## src/rtl/cpu_ctrl_pkg.sv

```systemverilog
// Shared control definitions for the CPU sequencer and datapath debug decode:
// FSM state encodings, memory-wait defaults and counter width.
package cpu_ctrl_pkg;

   typedef enum logic [2:0] {
      S_IDLE   = 3'd0,
      S_FETCH  = 3'd1,
      S_DECODE = 3'd2,
      S_EXEC   = 3'd3,
      S_MEM    = 3'd4,
      S_WB     = 3'd5,
      S_HALT   = 3'd6
   } state_e;

   localparam int unsigned MEM_TIMEOUT_DEF = 255;
   localparam int unsigned WAIT_CNT_W      = 8;

endpackage

```

## src/rtl/mem_wait_timer.sv

```systemverilog
// Counts cycles spent waiting on data memory; expired flags the cycle in which
// the running count reaches TIMEOUT (valid range 1..255).
module mem_wait_timer
   import cpu_ctrl_pkg::*;
#(
   parameter int unsigned TIMEOUT = MEM_TIMEOUT_DEF
) (
   input  logic sysclk,
   input  logic cpu_resetn,
   input  logic clear,
   input  logic enable,
   output logic expired
);

   localparam logic [WAIT_CNT_W-1:0] LAST = WAIT_CNT_W'(TIMEOUT - 1);

   logic [WAIT_CNT_W-1:0] cnt_q, cnt_d;

   // cnt_q holds the wait cycles already completed, so the current cycle is cnt_q+1
   assign expired = enable && (cnt_q >= LAST);

   always_comb begin
      cnt_d = cnt_q;
      if (clear) begin
         cnt_d = '0;
      end else if (enable && !expired) begin
         cnt_d = cnt_q + WAIT_CNT_W'(1);
      end
   end

   always_ff @(posedge sysclk or negedge cpu_resetn) begin
      if (!cpu_resetn) begin
         cnt_q <= '0;
      end else begin
         cnt_q <= cnt_d;
      end
   end

endmodule

```

## src/rtl/cpu_sequencer.sv

```systemverilog
// Multi-cycle CPU control sequencer (Moore state, strobes decoded from state
// and decoder inputs). Define CPU_SEQ_PERF_EN to add cycle/instret counters.
module cpu_sequencer
   import cpu_ctrl_pkg::*;
#(
   parameter int unsigned MEM_TIMEOUT = MEM_TIMEOUT_DEF
) (
   input  logic       sysclk,
   input  logic       cpu_resetn,
   input  logic       run,
   input  logic       is_load,
   input  logic       is_store,
   input  logic       is_halt,
   input  logic       dec_reg_we,
   input  logic       mem_ready,
   output logic       ir_we,
   output logic       pc_we,
   output logic       rf_we,
   output logic       mem_re,
   output logic       mem_we,
   output logic [2:0] state,
   output logic       halted,
   output logic       mem_err
`ifdef CPU_SEQ_PERF_EN
   ,
   output logic [31:0] cycle_cnt,
   output logic [31:0] instret
`endif
);

   state_e state_q, state_d;
   logic   mem_err_q, mem_err_d;
   logic   wait_expired;
   logic   timeout_hit;

   mem_wait_timer #(
      .TIMEOUT (MEM_TIMEOUT)
   ) u_wait_timer (
      .sysclk     (sysclk),
      .cpu_resetn (cpu_resetn),
      .clear      (state_q != S_MEM),
      .enable     (state_q == S_MEM),
      .expired    (wait_expired)
   );

   always_comb begin
      state_d     = state_q;
      ir_we       = 1'b0;
      pc_we       = 1'b0;
      rf_we       = 1'b0;
      mem_re      = 1'b0;
      mem_we      = 1'b0;
      timeout_hit = 1'b0;
      unique case (state_q)
         S_IDLE: begin
            if (run) state_d = S_FETCH;
         end
         S_FETCH: begin
            ir_we   = 1'b1;
            state_d = S_DECODE;
         end
         S_DECODE: begin
            state_d = is_halt ? S_HALT : S_EXEC;
         end
         S_EXEC: begin
            if (is_load || is_store) begin
               state_d = S_MEM;
            end else if (dec_reg_we) begin
               state_d = S_WB;
            end else begin
               pc_we   = 1'b1;
               state_d = S_FETCH;
            end
         end
         S_MEM: begin
            // A load wins if the decoder flags both
            mem_re = is_load;
            mem_we = is_store && !is_load;
            if (mem_ready) begin
               if (is_load) begin
                  state_d = S_WB;
               end else begin
                  pc_we   = 1'b1;
                  state_d = S_FETCH;
               end
            end else if (wait_expired) begin
               timeout_hit = 1'b1;
               state_d     = S_HALT;
            end
         end
         S_WB: begin
            rf_we   = dec_reg_we;
            pc_we   = 1'b1;
            state_d = S_FETCH;
         end
         S_HALT: begin
            state_d = S_HALT;
         end
         default: begin
            state_d = S_HALT;
         end
      endcase
   end

   assign mem_err_d = mem_err_q || timeout_hit;

   always_ff @(posedge sysclk or negedge cpu_resetn) begin
      if (!cpu_resetn) begin
         state_q   <= S_IDLE;
         mem_err_q <= 1'b0;
      end else begin
         state_q   <= state_d;
         mem_err_q <= mem_err_d;
      end
   end

   assign state   = state_q;
   assign halted  = (state_q == S_HALT);
   assign mem_err = mem_err_q;

`ifdef CPU_SEQ_PERF_EN
   logic [31:0] cycle_cnt_q, cycle_cnt_d;
   logic [31:0] instret_q, instret_d;

   assign cycle_cnt_d = ((state_q != S_IDLE) && (state_q != S_HALT)) ? cycle_cnt_q + 32'd1
                                                                     : cycle_cnt_q;
   assign instret_d   = pc_we ? instret_q + 32'd1 : instret_q;

   always_ff @(posedge sysclk or negedge cpu_resetn) begin
      if (!cpu_resetn) begin
         cycle_cnt_q <= '0;
         instret_q   <= '0;
      end else begin
         cycle_cnt_q <= cycle_cnt_d;
         instret_q   <= instret_d;
      end
   end

   assign cycle_cnt = cycle_cnt_q;
   assign instret   = instret_q;
`endif

endmodule

```

## config.mk

```make
export PLATFORM = sky130hd
export DESIGN_NAME = cpu_sequencer
export DESIGN_NICKNAME = d
export VERILOG_FILES = /design/src/rtl/cpu_ctrl_pkg.sv /design/src/rtl/mem_wait_timer.sv /design/src/rtl/cpu_sequencer.sv
export SDC_FILE = /design/constraint.sdc
export NUM_CORES = 1
export LEC_CHECK = 0
export BUFFER_PORTS_ARGS = -buffer_cell sky130_fd_sc_hd__buf_2
export CAP_MARGIN = 20
export CORE_UTILIZATION = 40
export DETAILED_ROUTE_END_ITERATION = 16
export GPL_TIMING_DRIVEN = 0
export PLACE_DENSITY = 0.74
export SLEW_MARGIN = 10
export SYNTH_ARGS = -nofsm -noshare
export SYNTH_HDL_FRONTEND = slang
export SYNTH_HIERARCHICAL = 1
export SYNTH_SLANG_ARGS = --single-unit
```

## constraint.sdc

```tcl
create_clock -name sysclk -period 2.1 [get_ports sysclk]
set_input_delay 0.105 -clock sysclk [delete_from_list [all_inputs] [get_ports sysclk]]
set_output_delay 0.105 -clock sysclk [all_outputs]
set_load 0.03 [all_outputs]
```

==> results of run 1 <==
path summary, 6_finish.rpt:
check	start	endpoint	slack, ns
worst max-delay path	state[0]	u_wait_timer/cnt_q[4]	0.23
worst min-delay path	is_halt	state[0]	0.16
worst max register to register	state[0]	u_wait_timer/cnt_q[4]	0.23
worst min register to register	mem_err	mem_err	0.47
max in group asynchronous	cpu_resetn	state[0]	1.64
min in group asynchronous	cpu_resetn	u_wait_timer/cnt_q[6]	0.24
stage by stage:
stage | power, mW | worst slack [ns] | util (%) | area [um^2]
after floorplan | 0.709 | 0.334 | - | 781
after global placement | 0.830 | 0.265 | 50.3 | 897
after detailed placement | 0.842 | 0.252 | 50.3 | 897
after CTS | 0.983 | 0.236 | 52.1 | 930
after global routing | 1.04 | 0.145 | 52.1 | 930
final | 0.977 | 0.233 | 52.1 | 930
cells by family (layout without fill, tap and decap cells):
kind of cell               after synthesis  in the layout
muxes                                    3              3
adders and majority gates                2              2
buffers and inverters                    8             29
and+or+nand+nor                         28             28
AOI/OAI and AO/OA                       24             24
DFF                                     12             12
worst register-to-register path, delay by kind of cell, from the launching register on:
kind / cells / cell delay, ns
simple gates: 2 / 0.79
flops: 1 / 0.49
compound gates: 1 / 0.19
mux: 1 / 0.29
final cells by class:
type,count,area share (%)
Inverter,5,2.02
Sequential cell,12,32.3
Clock buffer,3,2.42
Tap cell,25,3.36
Multi-Input combinational cell,57,47.8
Timing Repair Buffer,18,10.2
Buffer,3,1.88
power groups by stage:
| stage | Combinational [mW] | Sequential [mW] | Clock (mW) |
|---|---|---|---|
| after global routing | 0.567 | 0.322 | 0.151 |
| after global placement | 0.514 | 0.316 | 0 |
| final | 0.525 | 0.315 | 0.136 |
| after floorplan | 0.340 | 0.369 | 0 |
| after CTS | 0.528 | 0.313 | 0.142 |
| after detailed placement | 0.524 | 0.318 | 0 |
state kept, by name, indices dropped and copies added (netlist names):
name,count
u_wait_timer/cnt_q,8
state,3
mem_err,1
layer usage:
metal / GRT usage [%] / part of all wire, %
met1: 21.4 / 47
met5: 0 / 0
met2: 29.3 / 45
met3: 2.35 / 6.1
met4: 8.24 / 1.9
cells in the final DEF (no fill, tap or decap), drive strengths merged, types with 2 or more instances in the layout:
master and count:
buf 20, dfrtp 12, nor2 5, inv 5, a21oi 4, nor3b 4, and3 4, nand2 3
clkbuf 3, and2 3, o21bai 2, o211ai 2, o21ai 2, o21a 2, o211a 2, a31oi 2
a311oi 2, ha 2, and4 2, mux2 2
repair_timing:
item                                   in CTS  in global routing
hold buffers                                1                  0
endpoints found under the hold margin      12                  0
setup buffers                               0                  0
==> impl_metrics.toml, run 1 <==
[place]
dp_cells = 119
port_buffers = 17
place_hpwl_um = 1230
gp_congestion = 0.782

[floorplanning]
dieArea_um2 = 2130
fp.dieH_um = 46.2
row_count = 15
core_area_um2 = 1780
start_util_pct = 43.8
io_pins = 18
die_w_um = 46.2

[drt]
routed_wl_um = 1650
drtAntennaViolNets = 0
first_pass_iters = 4
vias = 705
drc = 0
post_drt_via_cell_ratio = 5.73
wl_per_cell_um = 13.4
drt_iter0_drc = 18

[sta]
fin_hold_ws_ns = 0.158
slew_violations = 0
rsz0062_at_grt = "no"
period_needed_ns = 1.87
tns_ns = 0
min_period_over_period_pct = 88.9
max_freq_mhz = 535
fin_worst_skew_ns = 0.00182
hold_viol_final = 0
final-setup-viol-count = 0
worst_slew_pin_slew_ns = 0.504
slew_headroom_pct = 66.2

[clock_network]
cts_made_buffers = 3
path_clk_slew_ns = 0.07
cts_tree = "done"
cts-resized-gates = 0
cts.path.max_buffers = 2
cts-root-buf = "clkbuf_4"
htreeDepth = 1
clock_sinks = 12
worstSkewPairLatency_ns = 0.26

[layout]
diodes = 0
drive_gt1_share_pct = 36.7
final_cells = 123
regArea_um2 = 300
nets = 110
multiInputGateArea_um2 = 444
syn2layout_area_growth_pct = 19.1
fill_cells = 172

[pwr]
p_switching_uw = 448
p_seq_share_pct = 32.3
comb_power_share_pct = 53.8
leakagePower_nw = 0.466
swShare_pct = 45.8
pwr-share-clk_pct = 13.9
power.density_nw_per_um2 = 1050
worst_ir_drop_vdd_v = 0.000463
p_int_uw = 529

[synth]
synth_nets = 87
synth_xor_area_share_pct = 0
synth.area.mux_share_pct = 4.65
synth_compound_area_share_pct = 22.6
syn_inst = 77
ys_seq_area_share_pct = 38.5
synth_ff_type = "dfrtp_1"
syn-cell-area_um2 = 781
synth_fa_ha_area_share_pct = 3.21
avgSynthCellArea_um2 = 10.1
synth.area.top_cells = "dfrtp_1 (38%), ha_1 (3.2%), nor3b_2 (3.2%), nor4b_4 (3.0%), a21oi_1 (2.6%)"
synth_seq_cells = 12
synth_top_family_by_area = "simple AND/OR/NAND/NOR gates"
synth_top_area_cell = "dfrtp_1"
synth-edff-count = 0
async_flop_share_pct = 100
synth_cell_types = 40
synth_common_cells = "dfrtp_1 (12), nor2_1 (5), a21oi_1 (4)"
yosys_warnings = 6
yosysMostFrequentCell = "dfrtp_1"
synth-simple-area-share_pct = 26.4
synth_top_area_share_pct = 38.5

[grt]
gr-total-overflow = 0
grt_pass1_wl_um = 2640
antenna_found_initial = 0
grt_pass1_vias = 637
grt.total_usage_pct = 17.3
grt_max_degree = 13

[setup_path]
crit_chain = "nor3b_2 -> and3_1 -> o211a_1 -> mux2_4"
cp-start-kind = "flop"
max_stage_delay_ns = 0.49
path_class = "reg -> reg"
cp_num_buf_inv = 0
worst-endpoint-required_ns = 2.25
crit_family = "simple AND/OR/NAND/NOR gates"
crit_path_top_delay_cell = "dfrtp_1"
cp.depth = 4
worstSetupEndpointType = "flop"
crit_fanout = 9
reg2reg_depth = 4
worstPathArrival_ns = 2.02

[outcome]
outcome = "finished clean"

[worst_hold_path]
hold_path.class = "in -> reg"
hold-path-cell-count = 3

[run]
cap_violations = 0
Note: power is estimated with default switching activity, not from simulation.
==> run 2, diff against run 1 <==
CTS_BUF_LIST = sky130_fd_sc_hd__clkbuf_8   (was unset)
==> impl_metrics.toml, run 2 (synthesized netlist as in run 1, its figures left out) <==
[clock_network]
cts.path.max_buffers = 2
htreeDepth = 1
worstSkewPairLatency_ns = 0.24
cts-root-buf = "clkbuf_8"
cts_setup_buffers = 0
cts-resized-gates = 0
clock_sinks = 12
cts_tree = "done"
path_clk_slew_ns = 0.05
cts_made_buffers = 3

[layout]
diodes = 0
nets = 110
largest_reg_flops = 8
drive_gt1_share_pct = 36.7
largest_register = "u_wait_timer/cnt_q"
syn2layout_area_growth_pct = 21.5
final_cells = 123
final_cell_mix = "buf_2 (19), dfrtp_1 (12), nor2_1 (5), a21oi_1 (4)"
final_common_cell = "buf_2"

[place]
port_buffers = 17
pre_cts_slack_ns = 0.252
place_hpwl_um = 1230
gp_congestion = 0.782
dp_cells = 119

[sta]
period_needed_ns = 1.86
slew_violations = 0
fin_ws_ns = 0.236
slew_headroom_pct = 65.9
worst_slew_pin_slew_ns = 0.509
min_period_over_period_pct = 88.8
tns_ns = 0
max_freq_mhz = 536
fin_hold_ws_ns = 0.192
final-setup-viol-count = 0
fin_worst_skew_ns = 0.00197
hold_viol_final = 0
rsz0062_at_grt = "no"

[setup_path]
crit_family = "simple AND/OR/NAND/NOR gates"
max_stage_delay_ns = 0.48
worstSetupEndpointType = "flop"
crit_fanout = 9
crit_chain = "nor3b_2 -> and3_1 -> o211a_1 -> mux2_4"
crit_path_top_delay_cell = "dfrtp_1"
worstPathArrival_ns = 1.99
crit_start = "state[0]"
cp_num_buf_inv = 0
worst-endpoint-required_ns = 2.22
cp-start-kind = "flop"
r2r_start = "state[0]"
path_class = "reg -> reg"

[pwr]
worst_ir_drop_vdd_v = 0.000485
power.density_nw_per_um2 = 1110
leakagePower_nw = 0.474
power_mw = 1.05

[floorplanning]
io_pins = 18
row_count = 15
dieArea_um2 = 2130
core_area_um2 = 1780
start_util_pct = 43.8
die_w_um = 46.2
fp.dieH_um = 46.2

[grt]
grt_pass1_wl_um = 2680
grt_max_degree = 13
grt.total_usage_pct = 17.8
gr-total-overflow = 0
grt_pass1_vias = 631
antenna_found_initial = 0

[run]
cap_violations = 0

[outcome]
outcome = "finished clean"

[worst_hold_path]
hold_path.class = "in -> reg"
hp-start = "is_halt"

[drt]
drc = 0
first_pass_iters = 4
post_drt_via_cell_ratio = 5.67
wl_per_cell_um = 13.7
vias = 698
drt_iter0_drc = 23
drtAntennaViolNets = 0
routed_wl_um = 1680
## run 2: cell count changes in the layout (fill, tap and decap cells not counted)
| cell | change |
|---|---|
| clkbuf_4 | -3 |
| clkbuf_8 | +3 |
## run 2: worst paths after layout
| kind | endpoint | slack (ns) | cells past startpoint |
|---|---|---|---|
| max in group asynchronous | u_wait_timer/cnt_q[0] | 1.59 | 2 |
| min in group asynchronous | u_wait_timer/cnt_q[6] | 0.28 | 2 |
| hold / removal | state[0] | 0.19 | 3 |
| hold reg to reg | mem_err | 0.48 | 1 |
| setup / recovery | u_wait_timer/cnt_q[4] | 0.24 | 4 |
| setup reg to reg | u_wait_timer/cnt_q[4] | 0.24 | 4 |
## run 2: repair_timing
| action | 4_1_cts | 5_1_grt |
|---|---|---|
| endpoints found under the hold margin | 12 | 0 |
| hold buffers | 1 | 0 |
| endpoints found under the setup margin | 0 | 0 |
## run 2: power breakdown
| group | total [mW] | leakage (nW) | internal, mW | switching, mW |
|---|---|---|---|---|
| Sequential | 0.315 | 0.161 | 0.267 | 0.0486 |
| Combinational | 0.526 | 0.291 | 0.197 | 0.329 |
| Clock | 0.208 | 0.0216 | 0.126 | 0.0815 |
## run 2: final cells by class
class / count / area, um^2
fillers: 173 / 835
plain buffers: 3 / 17.5
multi-input cells: 57 / 444
repair buffers: 18 / 95.1
inverters: 5 / 18.8
clock buffers: 3 / 41.3
flip-flops and latches: 12 / 300
well taps: 25 / 31.3
## run 2: per-stage QoR
| stage | util, % | instance area [um^2] |
|---|---|---|
| floorplan | - | 781 |
| global placement | 50.3 | 897 |
| detailed placement | 50.3 | 897 |
| CTS | 53.2 | 948 |
| global route | 53.2 | 948 |
| finish | 53.2 | 948 |
## run 2: worst reg2reg max path, cell delays in order (launching register included)
cell	delay [ns]
dfrtp_1	0.48
nor3b_2	0.48
and3_1	0.31
o211a_1	0.19
mux2_4	0.29
## run 2: per-layer routing
layer	track usage, %	part of all wire [%]	vias to the layer above
li1	-	-	335
met1	22.3	47	342
met2	28.5	48	19
met3	2.35	4.2	2
met4	11.8	1.2	0
met5	0	0	-
==> run 3, diff against run 2 <==
CELL_PAD_IN_SITES_DETAIL_PLACEMENT = 0   (was unset)
CELL_PAD_IN_SITES_GLOBAL_PLACEMENT = 1   (was unset)
PLACE_DENSITY = 0.9   (was 0.74)
REMOVE_ABC_BUFFERS = 1   (was unset)
==> impl_metrics.toml, run 3 (synthesized netlist as in run 1, its figures left out) <==
[outcome]
outcome = "finished clean"

[grt]
gr-total-overflow = 0
grt_pass1_vias = 596
antenna_found_initial = 0
grt_pass1_wl_um = 2460
grt.total_usage_pct = 16.8
grt_max_degree = 15

[clock_network]
htreeDepth = 1
worstSkewPairLatency_ns = 0.24
clock_sinks = 12
path_clk_slew_ns = 0.05
cts_tree = "done"
cts.path.max_buffers = 2
cts_made_buffers = 3
cts-root-buf = "clkbuf_8"

[floorplanning]
dieArea_um2 = 2130
core_area_um2 = 1780
start_util_pct = 43.8
die_w_um = 46.2
io_pins = 18
row_count = 15
fp.dieH_um = 46.2

[worst_hold_path]
hold_path.class = "in -> reg"

[layout]
nets = 107
largest_register = "u_wait_timer/cnt_q"
final_cell_mix = "buf_2 (17), dfrtp_1 (12), nor2_1 (5), a21oi_1 (4)"
final_common_cell = "buf_2"
drive_gt1_share_pct = 34.7
syn2layout_area_growth_pct = 20.0
regArea_um2 = 300
fill_cells = 171
diodes = 0
multiInputGateArea_um2 = 450
stdcell_area_um2 = 937
largest_reg_flops = 8

[sta]
fin_worst_skew_ns = 0.00394
slew_violations = 0
rsz0062_at_grt = "no"
slew_headroom_pct = 72.6
final-setup-viol-count = 0
tns_ns = 0
period_needed_ns = 1.92
worst_slew_pin_slew_ns = 0.412
max_freq_mhz = 522
hold_viol_final = 0
min_period_over_period_pct = 91.2

[setup_path]
crit_fanout = 12
path_class = "reg -> out"
worst-endpoint-required_ns = 2.00
worstPathArrival_ns = 1.81
worstSetupEndpointType = "output port"
cp-start-kind = "flop"

[place]
gp_congestion = 0.833
port_buffers = 17
dpl_cell_area_um2 = 880
place_hpwl_um = 1100

[drt]
vias = 670
drtAntennaViolNets = 0
routed_wl_um = 1590
wl_per_cell_um = 13.2
post_drt_via_cell_ratio = 5.58
drc = 0
drt_iter0_drc = 11
first_pass_iters = 4

[pwr]
leakagePower_nw = 0.464
worst_ir_drop_vdd_v = 0.000641
power.density_nw_per_um2 = 1100

[run]
cap_violations = 0
==> run 3: changes by cell type in the layout (fill, tap and decap cells not counted) <==
cell	change
nor3b_2	-1
buf_2	-2
nor3b_4	+1
buf_4	-1
==> run 3: metal layers <==
| metal | track usage (%) | part of all wire [%] | wire [um] |
|---|---|---|---|
| met5 | 0 | 0 | 0 |
| met4 | 12.9 | 2.6 | 41 |
| met3 | 2.35 | 5.9 | 93 |
| met2 | 25.1 | 43 | 680 |
| met1 | 21.7 | 49 | 774 |
==> run 3: power breakdown <==
group          switching [mW]  total [mW]  internal, mW  leakage, nW
clock                  0.0822       0.208         0.126       0.0216
combinational           0.270       0.451         0.182        0.281
sequential              0.103       0.369         0.266        0.161
total                   0.455        1.03         0.574        0.464
==> run 3: timing repair <==
| action | CTS | global route |
|---|---|---|
| setup endpoints to repair | 0 | 2 |
| hold buffers | 1 | 0 |
| resized for setup | 0 | 1 |
| setup buffers | 0 | 0 |
| hold endpoints to repair | 12 | 0 |
==> run 3: final timing paths <==
| path | start | to | slack [ns] | cells after the start |
|---|---|---|---|---|
| worst max-delay path | state[2] | mem_we | 0.18 | 4 |
| worst min-delay path | is_halt | state[0] | 0.19 | 3 |
| worst max register to register | state[2] | u_wait_timer/cnt_q[4] | 0.18 | 4 |
| worst min register to register | mem_err | mem_err | 0.47 | 1 |
| max in group asynchronous | cpu_resetn | state[1] | 1.62 | 2 |
| min in group asynchronous | cpu_resetn | u_wait_timer/cnt_q[7] | 0.26 | 2 |
==> run 3: metrics by stage <==
step                hold slack [ns]  power [mW]  setup slack [ns]  cells  utilization [%]
finish                        0.188        1.03             0.184    120             52.6
floorplan                    -0.191       0.682             0.194     74                -
CTS                           0.186        1.02            0.0371    120             52.2
global placement           -0.00345       0.802             0.122    116             49.3
global route                  0.211        1.09            0.0503    120             52.6
detailed placement        -0.000682       0.810             0.118    116             49.3
==> run 3: critical path, stage by stage, from the launching register on <==
cell     delay, ns
dfrtp_1       0.57
nor3b_4       0.43
inv_2         0.19
nor3b_2       0.17
buf_2         0.21
==> run 3: layout make-up <==
cell class,count,area share (%)
repair buffers,18,10.1
flip-flops and latches,12,32.0
well taps,25,3.34
inverters,5,2.00
clock buffers,3,4.41
multi-input cells,57,48.1
